==> src/rtl/uart_rx_capture.sv <==
// 8N1 UART receiver: two-flop synchroniser, mid-bit sampling FSM and a byte FIFO
// with sticky framing-error flag and saturating overflow counter.
module uart_rx_capture #(
  parameter int BAUD_DIV   = 217,
  parameter int FIFO_DEPTH = 16
) (
  input  logic                          clk,
  input  logic                          rst_n,
  input  logic                          rxd,
  output logic                          rx_valid,
  input  logic                          rx_ready,
  output logic [7:0]                    rx_data,
  output logic [$clog2(FIFO_DEPTH):0]   rx_level,
  output logic                          frame_err,
  output logic [7:0]                    ovf_cnt,
  input  logic                          err_clr
);
  localparam int          AW          = $clog2(FIFO_DEPTH);
  localparam logic [15:0] LP_HALF_END = 16'(BAUD_DIV / 2 - 1);
  localparam logic [15:0] LP_BIT_END  = 16'(BAUD_DIV - 1);
  localparam logic [AW:0] LP_FULL     = (AW + 1)'(FIFO_DEPTH);

  typedef enum logic [1:0] {S_IDLE, S_START, S_DATA, S_STOP} state_t;

  logic          r_sync1, r_sync2, r_rxd_prev;
  state_t        r_state, w_state_nxt;
  logic [15:0]   r_baud_cnt;
  logic [2:0]    r_bit_idx;
  logic [7:0]    r_shift;
  logic [7:0]    r_mem [FIFO_DEPTH];
  logic [AW-1:0] r_wr_ptr, r_rd_ptr;
  logic [AW:0]   r_level;
  logic          r_frame_err;
  logic [7:0]    r_ovf_cnt;

  logic w_rxd_s, w_fall, w_half_hit, w_bit_hit;
  logic w_cnt_clr, w_sample, w_push, w_ferr_set;
  logic w_pop, w_full, w_accept, w_drop;

  // Synchroniser; the third flop only remembers the previous synced level for edge detection
  always_ff @(posedge clk or negedge rst_n) begin
    if (!rst_n) begin
      r_sync1    <= 1'b1;
      r_sync2    <= 1'b1;
      r_rxd_prev <= 1'b1;
    end else begin
      r_sync1    <= rxd;
      r_sync2    <= r_sync1;
      r_rxd_prev <= r_sync2;
    end
  end

  assign w_rxd_s    = r_sync2;
  assign w_fall     = r_rxd_prev & ~w_rxd_s;
  assign w_half_hit = (r_baud_cnt == LP_HALF_END);
  assign w_bit_hit  = (r_baud_cnt == LP_BIT_END);

  always_ff @(posedge clk or negedge rst_n) begin
    if (!rst_n) r_state <= S_IDLE;
    else        r_state <= w_state_nxt;
  end

  always_comb begin
    w_state_nxt = r_state;
    case (r_state)
      S_IDLE:  if (w_fall) w_state_nxt = S_START;
      S_START: if (w_half_hit) w_state_nxt = w_rxd_s ? S_IDLE : S_DATA;
      S_DATA:  if (w_bit_hit && (r_bit_idx == 3'd7)) w_state_nxt = S_STOP;
      S_STOP:  if (w_bit_hit) w_state_nxt = S_IDLE;
      default: w_state_nxt = S_IDLE;
    endcase
  end

  always_comb begin
    w_cnt_clr  = 1'b0;
    w_sample   = 1'b0;
    w_push     = 1'b0;
    w_ferr_set = 1'b0;
    case (r_state)
      S_IDLE:  w_cnt_clr = w_fall;
      S_START: w_cnt_clr = w_half_hit;
      S_DATA: begin
        w_cnt_clr = w_bit_hit;
        w_sample  = w_bit_hit;
      end
      S_STOP: begin
        w_cnt_clr  = w_bit_hit;
        w_push     = w_bit_hit & w_rxd_s;
        w_ferr_set = w_bit_hit & ~w_rxd_s;
      end
      default: ;
    endcase
  end

  always_ff @(posedge clk or negedge rst_n) begin
    if (!rst_n) begin
      r_baud_cnt <= '0;
      r_bit_idx  <= '0;
    end else begin
      if (w_cnt_clr)              r_baud_cnt <= '0;
      else if (r_state != S_IDLE) r_baud_cnt <= r_baud_cnt + 16'd1;
      if (r_state == S_START)     r_bit_idx  <= '0;
      else if (w_sample)          r_bit_idx  <= r_bit_idx + 3'd1;
    end
  end

  always_ff @(posedge clk) begin
    if (w_sample) r_shift[r_bit_idx] <= w_rxd_s;
  end

  // A full FIFO still accepts a byte when the head leaves on the same edge
  assign w_full   = (r_level == LP_FULL);
  assign w_pop    = rx_valid & rx_ready;
  assign w_accept = w_push & (~w_full | w_pop);
  assign w_drop   = w_push & w_full & ~w_pop;

  always_ff @(posedge clk) begin
    if (w_accept) r_mem[r_wr_ptr] <= r_shift;
  end

  always_ff @(posedge clk or negedge rst_n) begin
    if (!rst_n) begin
      r_wr_ptr <= '0;
      r_rd_ptr <= '0;
      r_level  <= '0;
    end else begin
      if (w_accept) r_wr_ptr <= r_wr_ptr + AW'(1);
      if (w_pop)    r_rd_ptr <= r_rd_ptr + AW'(1);
      case ({w_accept, w_pop})
        2'b10:   r_level <= r_level + (AW + 1)'(1);
        2'b01:   r_level <= r_level - (AW + 1)'(1);
        default: ;
      endcase
    end
  end

  // Error events take priority over a coincident clear
  always_ff @(posedge clk or negedge rst_n) begin
    if (!rst_n) begin
      r_frame_err <= 1'b0;
      r_ovf_cnt   <= '0;
    end else begin
      if (w_ferr_set)   r_frame_err <= 1'b1;
      else if (err_clr) r_frame_err <= 1'b0;
      if (w_drop) begin
        if (err_clr)                 r_ovf_cnt <= 8'd1;
        else if (r_ovf_cnt != 8'hFF) r_ovf_cnt <= r_ovf_cnt + 8'd1;
      end else if (err_clr) begin
        r_ovf_cnt <= '0;
      end
    end
  end

  assign rx_valid  = (r_level != '0);
  assign rx_data   = rx_valid ? r_mem[r_rd_ptr] : 8'h00;
  assign rx_level  = r_level;
  assign frame_err = r_frame_err;
  assign ovf_cnt   = r_ovf_cnt;

endmodule

==> config.mk <==
export PLATFORM = sky130hd
export DESIGN_NAME = uart_rx_capture
export DESIGN_NICKNAME = d
export VERILOG_FILES = /design/src/rtl/uart_rx_capture.sv
export SDC_FILE = /design/constraint.sdc
export NUM_CORES = 1
export LEC_CHECK = 0
export ABC_AREA = 1
export BUFFER_PORTS_ARGS = -buffer_cell sky130_fd_sc_hd__clkbuf_2
export CAP_MARGIN = 25
export CELL_PAD_IN_SITES_DETAIL_PLACEMENT = 0
export CELL_PAD_IN_SITES_GLOBAL_PLACEMENT = 1
export CORE_MARGIN = 2
export CORE_UTILIZATION = 44
export CTS_CLUSTER_DIAMETER = 40
export DETAILED_ROUTE_END_ITERATION = 6
export GPL_ROUTABILITY_DRIVEN = 0
export PLACE_DENSITY_LB_ADDON = 0.15
export SLEW_MARGIN = 20
export SYNTH_ARGS = -nofsm -noshare
export SYNTH_HDL_FRONTEND = slang
export SYNTH_SLANG_ARGS = --single-unit
==> constraint.sdc <==
create_clock -name clk -period 2.5 [get_ports clk]
set_input_delay 0.125 -clock clk [delete_from_list [all_inputs] [get_ports clk]]
set_output_delay 0.125 -clock clk [all_outputs]
set_load 0.005 [all_outputs]
==> results_dict.tcl, run 1 <==
set metrics [dict create \
    drive_gt1_share_pct 15.6 \
    die_w_um 141 \
    rsz0062_at_grt "yes" \
    synth.net_count 843 \
    synthTopCellsByCount "nand2_1, edfxtp_1, nor2_1" \
    num_rows 50 \
    start_util_pct 44.6 \
    max_slew_margin_pct 55.1 \
    synth_seq_cells 182 \
    cap_violations 0 \
    synth_top_area_share_pct 49.3 \
    ctsLongestPathBuffers 2 \
    cp_max_fo 5 \
    busiest_layer "met2" \
    status "complete, no violations" \
    avgSynthCellArea_um2 10.0 \
    core_um2 18600 \
    ys_seq_area_share_pct 63.2 \
    vias 5894 \
    p_leak_nw 3.96 \
    fmax_mhz 418 \
    yosys-top-cells-area "edfxtp_1, dfrtp_1, nand2_1" \
    vias_per_cell 5.19 \
    io_pins 28 \
    vdd_drop_max_mv 0.555 \
    grt_pass1_vias 5793 \
    numCtsBuffers 17 \
    met2_usage_pct 34.8 \
    synth_cell_types 37 \
    dr.pass1.iters 5 \
    cp.arrival_ns 2.74 \
    finalSetupViolCount 0 \
    syn_inst 825 \
    grt_usage_pct 19.9 \
    yosysWarnings 0 \
    critPathKind "flop to flop" \
    synth_edf_count 136 \
    grt_max_degree 67 \
    synth.most_common_cell "nand2_1" \
    finalMaxSlewViolations 0 \
    wl_per_cell_um 16.3 \
    dp_hpwl_um 12500 \
    skew_ns 0.0126 \
    area_growth_pct 16.1 \
    period_share_pct 95.7 \
    hold_path.class "input port to flop" \
    antenna_found_initial 0 \
    cts_max_level 4 \
    dieArea_um2 19900 \
    yosys_most_used_dff "edfxtp_1" \
    clock-sinks 182 \
    cts_root_buf "clkbuf_16" \
    drc 0 \
    postLayoutCoreUtil_pct 51.8 \
    cts_tree "built" \
    fin_hold_ws_ns 0.0376 \
    clkLatencyLatePin_ns 0.43 \
    cp_data_required_time_ns 2.84 \
    powerDensity_nw_per_um2 938 \
    cts.clk_slew.worst_paths_ns 0.07 \
    worst_slew_pin_slew_ns 0.674 \
    end_kind "flop" \
    min_path_cells 4 \
    met1_usage_pct 25.6 \
    diodes 0 \
    num-nets-final 908 \
    r2r_cells 17 \
    use_met3_pct 3.53 \
    chipHeight_um 141 \
    period_minus_slack_ns 2.39 \
    postRouteWirelength_um 18600 \
    ant_nets 0 \
    overflow 0 \
    grt_first_pass_wirelength_um 30700 \
    yosysTopAreaCell "edfxtp_1" \
    async_flop_share_pct 25.3 \
    first_iter_violations 394 \
    synthesis.area_um2 8280 \
    final-hold-violation-count 0 \
    port_buffers 27 \
    worst_setup_path_start_kind "flop" \
]
[sequential cells by signal (all words and copies together) (netlist names), 3 cells and up, named ones only]
signal,count
rx_level,5
r_bit_idx,3
r_mem,128
r_wr_ptr,4
ovf_cnt,8
r_baud_cnt,16
r_shift,8
r_rd_ptr,4
[area by class of cell]
| class | count | area (um^2) |
|---|---|---|
| fill | 1705 | 8960 |
| sequential | 182 | 5240 |
| multi-input combinational | 545 | 2700 |
| timing repair buffer | 75 | 541 |
| clock buffer | 17 | 425 |
| tap | 234 | 293 |
| inverter | 69 | 269 |
| clock inverter | 14 | 150 |
[final timing paths]
kind                          startpoint             end  slack (ns)
max                        r_baud_cnt[0]     rx_level[4]        0.11
min                              err_clr      ovf_cnt[4]        0.04
max reg2reg                r_baud_cnt[0]     rx_level[4]        0.11
min reg2reg                      r_sync1         r_sync2        0.36
max in group asynchronous          rst_n      r_rxd_prev        1.50
min in group asynchronous          rst_n  r_baud_cnt[15]        0.26
[per-layer routing]
metal  vias to the layer above  wire length, um
met2                       124             9440
met3                        24              747
met5                         -                0
met1                      2813             8120
li1                       2933                -
met4                         0              241
[report_power, final]
| part | total, mW | switching [mW] | internal, mW |
|---|---|---|---|
| combinational | 2.95 | 1.92 | 1.03 |
| sequential | 3.46 | 0.125 | 3.33 |
| clock | 2.62 | 1.14 | 1.48 |
| total | 9.03 | 3.19 | 5.84 |
[worst max-delay path, stage by stage, from the launching register on]
cell     delay (ns)
dfrtp_1        0.41
inv_2          0.10
ha_4           0.14
nand2_2        0.06
nor2_2         0.09
nand2_2        0.08
nor3_4         0.22
nand2_4        0.08
ha_4           0.18
xor2_2         0.18
ha_2           0.19
inv_1          0.04
nand2_2        0.07
nand2_2        0.06
o21ai_2        0.13
xor2_1         0.15
nand2_1        0.05
o21ai_0        0.07
[logic make-up (layout without fill, tap and decap cells)]
| family | after synthesis | after routing | synth area share [%] |
|---|---|---|---|
| simple gates | 420 | 420 | 22.1 |
| flops | 182 | 182 | 63.2 |
| compound gates | 100 | 100 | 6.71 |
| buf+inv | 98 | 175 | 4.68 |
| fa+ha+maj | 13 | 13 | 1.96 |
| xor+xnor | 12 | 12 | 1.27 |
[through the flow]
stage	TNS, ns	cells	area (um^2)	power, mW	setup WS, ns
2_1_floorplan	0	825	8320	5.43	0.00677
3_3_place_gp	0	1100	8970	6.39	0.0768
3_5_place_dp	-0.0242	1100	8970	6.45	-0.0242
4_1_cts	0	1134	9580	9.06	0.0278
5_1_grt	-0.0920	1136	9620	9.63	-0.0920
6_report	0	1136	9620	9.03	0.108
[placed cells by master, fill, tap and decap left out, drive strengths merged, types with 38 or more instances in the layout]
master  instances
edfxtp        136
inv            70
nand3          74
dfrtp          43
nor2           96
buf            45
clkbuf         44
o21ai          38
a21oi          42
nand2         210
[repair_timing]
| item | CTS | global route |
|---|---|---|
| pin swaps | 1 | 5 |
| gates resized for setup | 0 | 7 |
| hold endpoints to repair | 25 | 0 |
| hold buffers | 3 | 0 |
| endpoints found under the setup margin | 1 | 9 |
| buffers inserted | 0 | 2 |
(Power assumes the default switching activity.)
==> run 2, diff against run 1 <==
--- a/config.mk
+++ b/config.mk
@@ -11,7 +11,7 @@
 export CELL_PAD_IN_SITES_DETAIL_PLACEMENT = 0
 export CELL_PAD_IN_SITES_GLOBAL_PLACEMENT = 1
 export CORE_MARGIN = 2
-export CORE_UTILIZATION = 44
+export CORE_UTILIZATION = 42
 export CTS_CLUSTER_DIAMETER = 40
 export DETAILED_ROUTE_END_ITERATION = 6
 export GPL_ROUTABILITY_DRIVEN = 0
==> run 2 against run 1 <==
  * Combinational power hardly changed
  * Clock power hardly changed
  * Worst hold slack improved by 0.016 ns
  * Die area grew 4.6%
  * Cell area is 0.21% higher
  * Global-route usage down 0.36 points
  * First-iteration DRC count shrank 21%
  * Power decreased by 0.29%
  * Via count decreased by 1.1%
  * Critical path depth is the same
==> results_dict.tcl, run 2 (same netlist as run 1, synthesis figures left out) <==
set metrics [dict create \
    status "complete, no violations" \
    top_register "r_mem" \
    num_rows 51 \
    vias_per_cell 4.99 \
    drive_gt1_share_pct 16.2 \
    powerDensity_nw_per_um2 934 \
    die_w_um 144 \
    drc 0 \
    finalSetupViolCount 0 \
    io_pins 28 \
    fmax_mhz 414 \
    seqCellArea_um2 5240 \
    numCtsBuffers 17 \
    cts_root_buf "clkbuf_16" \
    hold_path.class "input port to flop" \
    finalMaxSlewViolations 0 \
    end_kind "flop" \
    cts_tree "built" \
    switching_share_pct 36.4 \
    wl_per_cell_um 16.5 \
    crit_path_cell_trace "inv_2, ha_4, nand2_2, nor2_4, nand2_2, nor3_4, nand2_4, ha_4, xor2_2, ha_2, inv_2, nand2_2, nand2_2, o21ai_2, xor2_1, nand2_1, o21ai_1" \
    first_iter_violations 313 \
    cp_data_required_time_ns 2.85 \
    clock-sinks 182 \
    highest_layer "met4" \
    postRouteWirelength_um 19300 \
    setup_slack_ns 0.0821 \
    chipHeight_um 144 \
    fill_cells 1797 \
    dr.pass1.iters 5 \
    max_slew_margin_pct 49.0 \
    vias 5832 \
    area_growth_pct 16.4 \
    port_buffers 27 \
    cts.clk_slew.worst_paths_ns 0.07 \
    vdd_drop_max_mv 0.519 \
    path_delay_family "simple AND/OR/NAND/NOR gates" \
    core_um2 19400 \
    largest_register_ffs 128 \
    cp.arrival_ns 2.77 \
    final.setup.tns_ns 0 \
    power_frac_clock_pct 29.0 \
    slowest_delay_ns 0.42 \
    num-nets-final 908 \
    period_minus_slack_ns 2.42 \
    grt_first_pass_wirelength_um 30400 \
    finalPower_mw 9.00 \
    p_leak_nw 3.96 \
    dieArea_um2 20900 \
    multi_input_area_um2 2710 \
    wl_met1_um 8470 \
    crit_path_top_delay_cell "dfrtp_1" \
    period_share_pct 96.7 \
    ctsLongestPathBuffers 2 \
    rsz0062_at_grt "yes" \
    fin_hold_ws_ns 0.0534 \
    critPathBufInv 2 \
    p_seq_share_pct 38.3 \
    diodes 0 \
    antenna_found_initial 0 \
    mostFrequentLayoutCells "nand2_1, edfxtp_1, nor2_1, nand3_1, inv_1" \
    worst_slew_pin_slew_ns 0.765 \
    route.met2.wl_um 9980 \
    intPower_mw 5.72 \
    skew_ns 0.0175 \
    grt_max_degree 67 \
    top_regs "r_mem x128, r_baud_cnt x16" \
    cap_violations 0 \
    worst_setup_path_start_kind "flop" \
    start_util_pct 42.7 \
    crit_top_cell "nand2_2" \
    grt_pass1_vias 5732 \
    p_sw_mw 3.28 \
    dp_hpwl_um 12800 \
    cp_max_fo 4 \
    overflow 0 \
    dr_wl_met3_um 642 \
    pre_cts_slack_ns -0.0362 \
    ant_nets 0 \
    critPathKind "flop to flop" \
    cts_max_level 4 \
    final_common_cell "nand2_1" \
    grt_usage_pct 19.5 \
    clkLatencyLatePin_ns 0.43 \
    pwr-share-comb_pct 32.7 \
    final-hold-violation-count 0 \
]
==> run 2: layout make-up <==
class	instances	area share, %
inverters	69	2.78
clock inverters	12	1.09
multi-input cells	545	28.2
clock buffers	20	4.85
repair buffers	75	5.32
flip-flops and latches	182	54.4
well taps	265	3.44
==> run 2: layer usage <==
metal  up-vias  global-route usage [%]
met5         -                       0
li1       2938                       -
met1      2777                    24.8
met3        21                    3.15
met2        96                    34.7
met4         0                    5.31
==> run 2: power by group through the flow <==
stage | Clock [mW] | Sequential (mW) | Combinational, mW
finish | 2.61 | 3.44 | 2.94
global route | 2.77 | 3.46 | 3.34
CTS | 2.66 | 3.44 | 2.95
detailed placement | 0 | 3.50 | 2.92
global placement | 0 | 3.50 | 2.89
floorplan | 0 | 3.51 | 1.92
==> run 2: worst reg2reg max path, cell delays in order, from the launching register on <==
cell and delay, ns:
dfrtp_1 0.42, inv_2 0.10, ha_4 0.13, nand2_2 0.06, nor2_4 0.08, nand2_2 0.08
nor3_4 0.24, nand2_4 0.08, ha_4 0.19, xor2_2 0.18, ha_2 0.20, inv_2 0.03
nand2_2 0.06, nand2_2 0.06, o21ai_2 0.13, xor2_1 0.15, nand2_1 0.06, o21ai_1 0.08
==> run 2: metrics by stage <==
step | cells | cell area (um^2) | utilization, %
after floorplan | 825 | 8320 | -
after global placement | 1131 | 8990 | 46.3
after detailed placement | 1131 | 8990 | 46.3
after CTS | 1165 | 9590 | 49.4
after global routing | 1168 | 9640 | 49.7
final | 1168 | 9640 | 49.7
==> run 2: path summary, 6_finish.rpt <==
path,start,to,slack (ns),depth (start not counted)
worst max-delay path,r_baud_cnt[0],rx_level[4],0.08,17
worst min-delay path,err_clr,ovf_cnt[4],0.05,4
worst max register to register,r_baud_cnt[0],rx_level[4],0.08,17
max in group asynchronous,rst_n,r_rd_ptr[0],1.40,3
worst min register to register,r_sync1,r_sync2,0.38,0
min in group asynchronous,rst_n,ovf_cnt[4],0.28,2
==> run 2: repair_timing <==
item,in CTS,in global routing
setup buffers,0,3
setup endpoints to repair,1,8
hold endpoints to repair,26,0
pin swaps,1,14
hold buffers,2,0
resized for setup,1,11
